==> config.mk <==
export PLATFORM = sky130hd
export DESIGN_NAME = key_search_scheduler
export DESIGN_NICKNAME = d
export VERILOG_FILES = /design/src/rtl/key_search_scheduler.sv
export SDC_FILE = /design/constraint.sdc
export NUM_CORES = 1
export LEC_CHECK = 0
export ABC_CLOCK_PERIOD_IN_PS = 3100
export CAP_MARGIN = 40
export CELL_PAD_IN_SITES_DETAIL_PLACEMENT = 2
export CELL_PAD_IN_SITES_GLOBAL_PLACEMENT = 2
export CORE_UTILIZATION = 35
export DETAILED_ROUTE_END_ITERATION = 10
export HOLD_SLACK_MARGIN = 0.1
export PLACE_DENSITY_LB_ADDON = 0.1
export SLEW_MARGIN = 20
export SYNTH_ARGS = -nofsm -noshare
export SYNTH_HDL_FRONTEND = slang
export SYNTH_SLANG_ARGS = --single-unit
==> constraint.sdc <==
create_clock -name clk -period 3.1 [get_ports clk]
set_clock_uncertainty 0.1 [all_clocks]
set_input_delay 0.465 -clock clk [delete_from_list [all_inputs] [get_ports clk]]
set_output_delay 0.465 -clock clk [all_outputs]
set_load 0.005 [all_outputs]
==> src/rtl/key_search_scheduler.sv <==
// key_search_scheduler: hands RC4 key candidates to NUM_CORES crack cores and latches the first matching key.
// Latency: key_gnt/key_out one cycle after key_req is sampled eligible; FOUND/EXHAUSTED flags one cycle after the deciding core_done.
// Backpressure: a core stays masked until its core_done returns; at most one grant per cycle; grants stop on match or after KEY_MAX.
// Build option: define KEY_SCHED_ROUND_ROBIN_EN for round-robin arbitration; otherwise the lowest eligible index wins.
module key_search_scheduler #(
  parameter int                   NUM_CORES = 4,
  parameter int                   KEY_WIDTH = 24,
  parameter logic [KEY_WIDTH-1:0] KEY_MAX   = 'h3FFFFF
) (
  input  logic                 clk,
  input  logic                 reset,
  input  logic                 start,
  input  logic [NUM_CORES-1:0] key_req,
  input  logic [NUM_CORES-1:0] core_done,
  input  logic [NUM_CORES-1:0] core_match,
  output logic [NUM_CORES-1:0] key_gnt,
  output logic [KEY_WIDTH-1:0] key_out,
  output logic                 abort,
  output logic                 busy,
  output logic                 match_found,
  output logic                 all_keys_checked,
  output logic [KEY_WIDTH-1:0] found_key
);

  localparam int IDX_W = (NUM_CORES > 1) ? $clog2(NUM_CORES) : 1;

  typedef enum logic [2:0] {
    IDLE,
    DISPATCH,
    DRAIN,
    FOUND,
    EXHAUSTED
  } state_t;

  state_t               state;
  logic [KEY_WIDTH-1:0] next_key;
  logic [NUM_CORES-1:0] outstanding;
  logic [KEY_WIDTH-1:0] core_key [NUM_CORES];

  logic [NUM_CORES-1:0] eligible;
  logic [NUM_CORES-1:0] hit;
  logic [NUM_CORES-1:0] out_cleared;
  logic [NUM_CORES-1:0] pick_oh;
  logic                 pick_vld;
  logic                 hit_vld;
  logic                 last_key;
  logic [IDX_W-1:0]     pick_idx;
  logic [IDX_W-1:0]     hit_idx;

  // A core that already holds a key is masked from the grant edge until its done pulse.
  assign eligible    = key_req & ~outstanding;
  // Results from cores without an outstanding key are stale and ignored.
  assign hit         = core_done & outstanding & core_match;
  assign hit_vld     = |hit;
  assign out_cleared = outstanding & ~core_done;
  assign last_key    = (next_key == KEY_MAX);
  assign pick_oh     = pick_vld ? (NUM_CORES'(1) << pick_idx) : '0;

  // Lowest-index reported match wins when several cores hit together.
  always_comb begin
    hit_idx = '0;
    for (int j = NUM_CORES - 1; j >= 0; j--) begin
      if (hit[j]) hit_idx = IDX_W'(j);
    end
  end

`ifdef KEY_SCHED_ROUND_ROBIN_EN
  logic [IDX_W-1:0] rr_ptr;
  logic [IDX_W-1:0] rr_next;
  logic [IDX_W:0]   rr_sum;
  logic [IDX_W-1:0] rr_idx;

  // Scan from rr_ptr upward with wrap; the last write is the eligible core nearest rr_ptr.
  always_comb begin
    pick_idx = '0;
    pick_vld = 1'b0;
    rr_sum   = '0;
    rr_idx   = '0;
    for (int k = NUM_CORES - 1; k >= 0; k--) begin
      rr_sum = {1'b0, rr_ptr} + (IDX_W+1)'(k);
      if (rr_sum >= (IDX_W+1)'(NUM_CORES)) rr_sum = rr_sum - (IDX_W+1)'(NUM_CORES);
      rr_idx = rr_sum[IDX_W-1:0];
      if (eligible[rr_idx]) begin
        pick_idx = rr_idx;
        pick_vld = 1'b1;
      end
    end
  end

  // Pointer moves just past the core that was granted.
  assign rr_next = (pick_idx == IDX_W'(NUM_CORES - 1)) ? '0 : pick_idx + 1'b1;
`else
  // Fixed priority: lowest eligible index wins.
  always_comb begin
    pick_idx = '0;
    pick_vld = 1'b0;
    for (int k = NUM_CORES - 1; k >= 0; k--) begin
      if (eligible[k]) begin
        pick_idx = IDX_W'(k);
        pick_vld = 1'b1;
      end
    end
  end
`endif

  // Search state machine with all outputs registered.
  always_ff @(posedge clk) begin
    if (reset) begin
      state            <= IDLE;
      next_key         <= '0;
      outstanding      <= '0;
      key_gnt          <= '0;
      key_out          <= '0;
      abort            <= 1'b0;
      busy             <= 1'b0;
      match_found      <= 1'b0;
      all_keys_checked <= 1'b0;
      found_key        <= '0;
      for (int i = 0; i < NUM_CORES; i++) core_key[i] <= '0;
`ifdef KEY_SCHED_ROUND_ROBIN_EN
      rr_ptr           <= '0;
`endif
    end else begin
      key_gnt <= '0;
      key_out <= '0;
      case (state)
        IDLE, FOUND, EXHAUSTED: begin
          // start always begins a fresh search from key 0 and clears the result flags.
          if (start) begin
            state            <= DISPATCH;
            next_key         <= '0;
            outstanding      <= '0;
            busy             <= 1'b1;
            abort            <= 1'b0;
            match_found      <= 1'b0;
            all_keys_checked <= 1'b0;
            found_key        <= '0;
`ifdef KEY_SCHED_ROUND_ROBIN_EN
            rr_ptr           <= '0;
`endif
          end
        end

        DISPATCH, DRAIN: begin
          outstanding <= out_cleared;
          if (hit_vld) begin
            // A match takes precedence over any grant in the same cycle.
            state       <= FOUND;
            found_key   <= core_key[hit_idx];
            match_found <= 1'b1;
            abort       <= 1'b1;
            busy        <= 1'b0;
          end else if (state == DISPATCH) begin
            if (pick_vld) begin
              key_gnt            <= pick_oh;
              key_out            <= next_key;
              core_key[pick_idx] <= next_key;
              outstanding        <= out_cleared | pick_oh;
              next_key           <= next_key + KEY_WIDTH'(1);
`ifdef KEY_SCHED_ROUND_ROBIN_EN
              rr_ptr             <= rr_next;
`endif
              if (last_key) state <= DRAIN;
            end
          end else if (out_cleared == '0) begin
            // Every key has been returned with no match.
            state            <= EXHAUSTED;
            busy             <= 1'b0;
            all_keys_checked <= 1'b1;
          end
        end

        default: state <= IDLE;
      endcase
    end
  end

endmodule

# [Yosys cells after proc, flatten, opt, wreduce, memory -nomap -nowiden]
# Memories as Yosys holds them, arrays and structs flattened.
# Index checks and enable logic that the tools add are counted.
[classes] n_addsub=1 eq_ne=17 n_shift=1 n_mux=55 bitwise=10 reduce_logical=14
[op_table] op="$mux W24" count=6
[op_table] op="$pmux W24 S2" count=2
[op_table] op="$add A24 B1 Y24 const B" count=1
[op_table] op="$eq A24 B22 Y1 const B" count=1
[op_table] op="$reduce_or A24 Y1" count=1
[op_table] op="$mux W1" count=22
[op_table] op="$mux W4" count=5
[op_table] op="$mux W2" count=9
[op_table] op="$mux W3" count=6
[op_table] op="$and A4 B4 Y4" count=4
[op_table] op="$ne A2 B2 Y1 const B" count=7
[op_table] op="$ne A4 B4 Y1 const B" count=3
[op_table] op="$reduce_and A5 Y1" count=2
[op_table] op="$not A4 Y4" count=2
[op_table] op="$pmux W4 S2" count=1
[op_table] op="$reduce_and A4 Y1" count=2
[op_table] op="$reduce_or A8 Y1" count=1
[op_table] op="$eq A3 B2 Y1 const B" count=2
[op_table] op="$ne A3 B3 Y1 const B" count=2
[op_table] op="$pmux W1 S2" count=3
[op_table] op="$pmux W3 S2" count=1
[op_table] op="$logic_not A4 Y1" count=1
[op_table] op="$or A4 B4 Y4" count=1
[op_table] op="$reduce_or A4 Y1" count=1
[op_table] op="10 further kinds" count=12
[totals] reg_bits=86 ram_bits=96 in_bits=15 out_inout_bits=56 elab_cells=108 memories=1
[memory_table] name="core_key" depth=4 width=24 rd=1 rd_ports_with_merged_regs=0 write_ports=4 line="38" rtl="logic [KEY_WIDTH-1:0] core_key [NUM_CORES];"

# [Logic depth before layout (Yosys ltp)]
[logic_depth] ltp_word=14 mapped_depth=8 mapped_depth_nobuf=6

# [Worst setup path before layout]
# Ideal clock, no wire load.
[synth_path] path_type="input-to-reg" startpoint="input core_done[2]" endpoint="memory core_key[0][0] (enable)" setup_time_ns=0.438 arrival_ns=2.800 required_ns=2.562 slack_ns=-0.238 cell_stages=5 path_buffers=1 cell_sequence="nand3_1 -> and4_1 -> buf_2 -> nand2_2 -> o21ai_0"
[synth_rtl] element="start: declaration" line="14" rtl="input logic [NUM_CORES-1:0] core_done,"
[synth_rtl] element="end: declaration" line="38"

==> impl_metrics.tcl <==
set metrics [dict create \
    wl_per_cell_um 22.0 \
    placed_area_um2 9100 \
    coreArea_um2 22100 \
    drt_iter0_drc 245 \
    worstSetupPathType "flip-flop to flip-flop" \
    vias 5790 \
    hold_ws_ns 0.370 \
    grt_antenna_before_repair 0 \
    ioPinCount 71 \
    synth_area_leaders "edfxtp_1, dfxtp_1, and2_1" \
    final_common_cell "and2_1" \
    cts_resized 0 \
    die_w_um 153 \
    fillCellCount 2205 \
    hp-class "flip-flop to flip-flop" \
    clock_latency_ns 0.44 \
    routed_wl_um 23200 \
    tightest_slew_ns 0.700 \
    dp_hpwl_um 14800 \
    synth_warnings 0 \
    dr.pass1.iters 4 \
    clockBufferDepth 2 \
    synth_edf_count 96 \
    antenna_cells 0 \
    synth_nets 720 \
    min_path_cells 2 \
    yosys.area.top_type "edfxtp_1" \
    max_cap_violations 0 \
    fin_crit_ns 2.45 \
    ys_seq_elements 182 \
    cts_tree "built" \
    postCtsSetupBuffers 0 \
    end_kind "flip-flop" \
    dieArea_um2 23500 \
    die_h_um 153 \
    fmax_ghz 0.408 \
    reg2regPathDepth 6 \
    setup_viol 0 \
    rows 54 \
    start_util 0.362 \
    cts_sinks 182 \
    pwr-share-seq 0.463 \
    leakage_nw 3.25 \
    grt_pass1_wl_um 36800 \
    overflow 0 \
    r2r_end "core_key[1][0]" \
    gp_congestion 0.810 \
    power_density_nw_per_um2 623 \
    cp_max_fo 24 \
    cts_hold_buffers 0 \
    p_sw_w 0.00176 \
    grt_setup_unrepaired "false" \
    layout-drive-gt1-share 0.0952 \
    synth_cells 704 \
    synth_top_area_share 0.360 \
    p_clk_frac 0.370 \
    syn_avg_cell_area_um2 11.4 \
    r2r_setup_slack_ns 0.65 \
    port_buffers 70 \
    cts_made_buffers 17 \
    crit_required_ns 3.13 \
    setup.worst_path.start_class "flip-flop" \
    stdcell_area_um2 9700 \
    ir_worst_vdd_uv 380 \
    post_drt_via_cell_ratio 5.48 \
    relSlewSlack 0.533 \
    outcome "completed" \
    syn_to_final_growth_pct 21.3 \
    switching_share 0.291 \
    htree_num_levels 4 \
    hp-start "found_key[2]" \
    grt_pass1_vias 6351 \
    hold_end "found_key[2]" \
    cts.clk_slew.worst_paths_ns 0.08 \
    post-route-period-util 0.790 \
    intPower_w 0.00429 \
    ant_nets 0 \
    cts-root-buf "clkbuf_16" \
    timing.rr.start "state[0]" \
    drc 0 \
    synth_seq_area_share 0.576 \
    critPathArrivalTime_ns 2.48 \
    synth_ff_type "edfxtp_1" \
    grt_max_degree 49 \
    syn_area_um2 8000 \
    fin_nets 780 \
    tns_ns 0 \
    grtUsageTotal 0.207 \
    finalHoldViolations 0 \
    async_reset_ff_frac 0 \
    comb_power_share 0.168 \
    maxSlewViolCount 0 \
    synth_cell_types 55 \
    mostFrequentLayoutCells "and2_1, edfxtp_1, dfxtp_1" \
]
==> worst max-delay path, stage by stage, from the launching register on <==
cell	delay, ns
dfxtp_1	0.54
or2b_4	0.36
nor2_4	0.19
nand2_2	0.17
or3_1	0.42
nand2_1	0.12
buf_12	0.21
==> routing by layer <==
metal	share of wire	GRT usage	vias up
met3	0.022	0.0275	18
met2	0.51	0.369	73
met4	0.014	0.0659	0
met5	0	0	-
li1	-	-	2684
met1	0.45	0.258	3015
==> kinds of logic (layout without fill, tap and decap cells) <==
kind of cell,after synthesis,count (layout),share of synthesized area
AO/OA/AOI/OAI,118,118,0.0998
adder cells (fa/ha/maj),1,1,0.00156
buffers and inverters,53,126,0.0319
flip-flops,182,182,0.576
multiplexers,57,57,0.0713
AND/OR/NAND/NOR,293,293,0.220
==> layout make-up <==
type / instances / area [um2] / share of cell area
sequential: 182 / 4600 / 0.475
multi-input combinational: 469 / 3170 / 0.327
timing repair buffer: 92 / 966 / 0.0996
clock buffer: 22 / 497 / 0.0512
tap: 280 / 350 / 0.0361
clock inverter: 10 / 109 / 0.0112
inverter: 2 / 7.51 / 0.000774
==> state kept, by name (all words and copies together) (netlist names) <==
name              cells
key_gnt               4
core_key             96
found_key            24
state                 3
all_keys_checked      1
busy                  1
match_found           1
outstanding           4
key_out              24
next_key             24
==> metrics by stage <==
step / cells / total power [W] / utilization / worst slack, ns
6_report: 1057 / 0.00605 / 0.439 / 0.650
3_3_place_gp: 1025 / 0.00383 / 0.412 / 0.422
5_1_grt: 1057 / 0.00629 / 0.439 / 0.536
4_1_cts: 1057 / 0.00613 / 0.439 / 0.626
3_5_place_dp: 1025 / 0.00388 / 0.412 / 0.278
2_1_floorplan: 704 / 0.00348 / - / 0.415
==> worst max path at each step <==
stage | endpoint | depth (start not counted) | from | slack (ns)
finish | core_key[1][0] | 6 | state[0] | 0.65
global route | core_key[1][0] | 6 | state[0] | 0.54
CTS | core_key[1][0] | 6 | state[0] | 0.63
detailed placement | next_key[9] | 7 | core_done[2] | 0.28
global placement | core_key[1][11] | 7 | core_done[2] | 0.42
floorplan | core_key[0][0] | 5 | core_done[2] | 0.41
==> synthesized netlist by cell type (4+ instances only) <==
cell / count
and2_1: 122
nand4_1: 12
nor2b_1: 9
mux2i_1: 57
nand2b_1: 11
buf_4: 6
dfxtp_1: 86
buf_2: 12
clkbuf_1: 26
o21ai_0: 11
nand2_1: 25
or4_1: 14
and4_1: 5
nor3_1: 5
a21oi_1: 48
o22a_1: 24
nor2_1: 20
o31ai_1: 13
nand3_1: 40
or3_1: 4
edfxtp_1: 96
and3_1: 6
nor4_1: 5
==> power by group through the flow <==
stage,Clock (W),Sequential (W),Combinational [W]
after floorplan,0,0.00279,0.000689
after global placement,0,0.00284,0.000992
after detailed placement,0,0.00286,0.00102
after CTS,0.00229,0.00280,0.00103
after global routing,0.00237,0.00282,0.00110
final,0.00224,0.00280,0.00101
(Power assumes the default switching activity.)
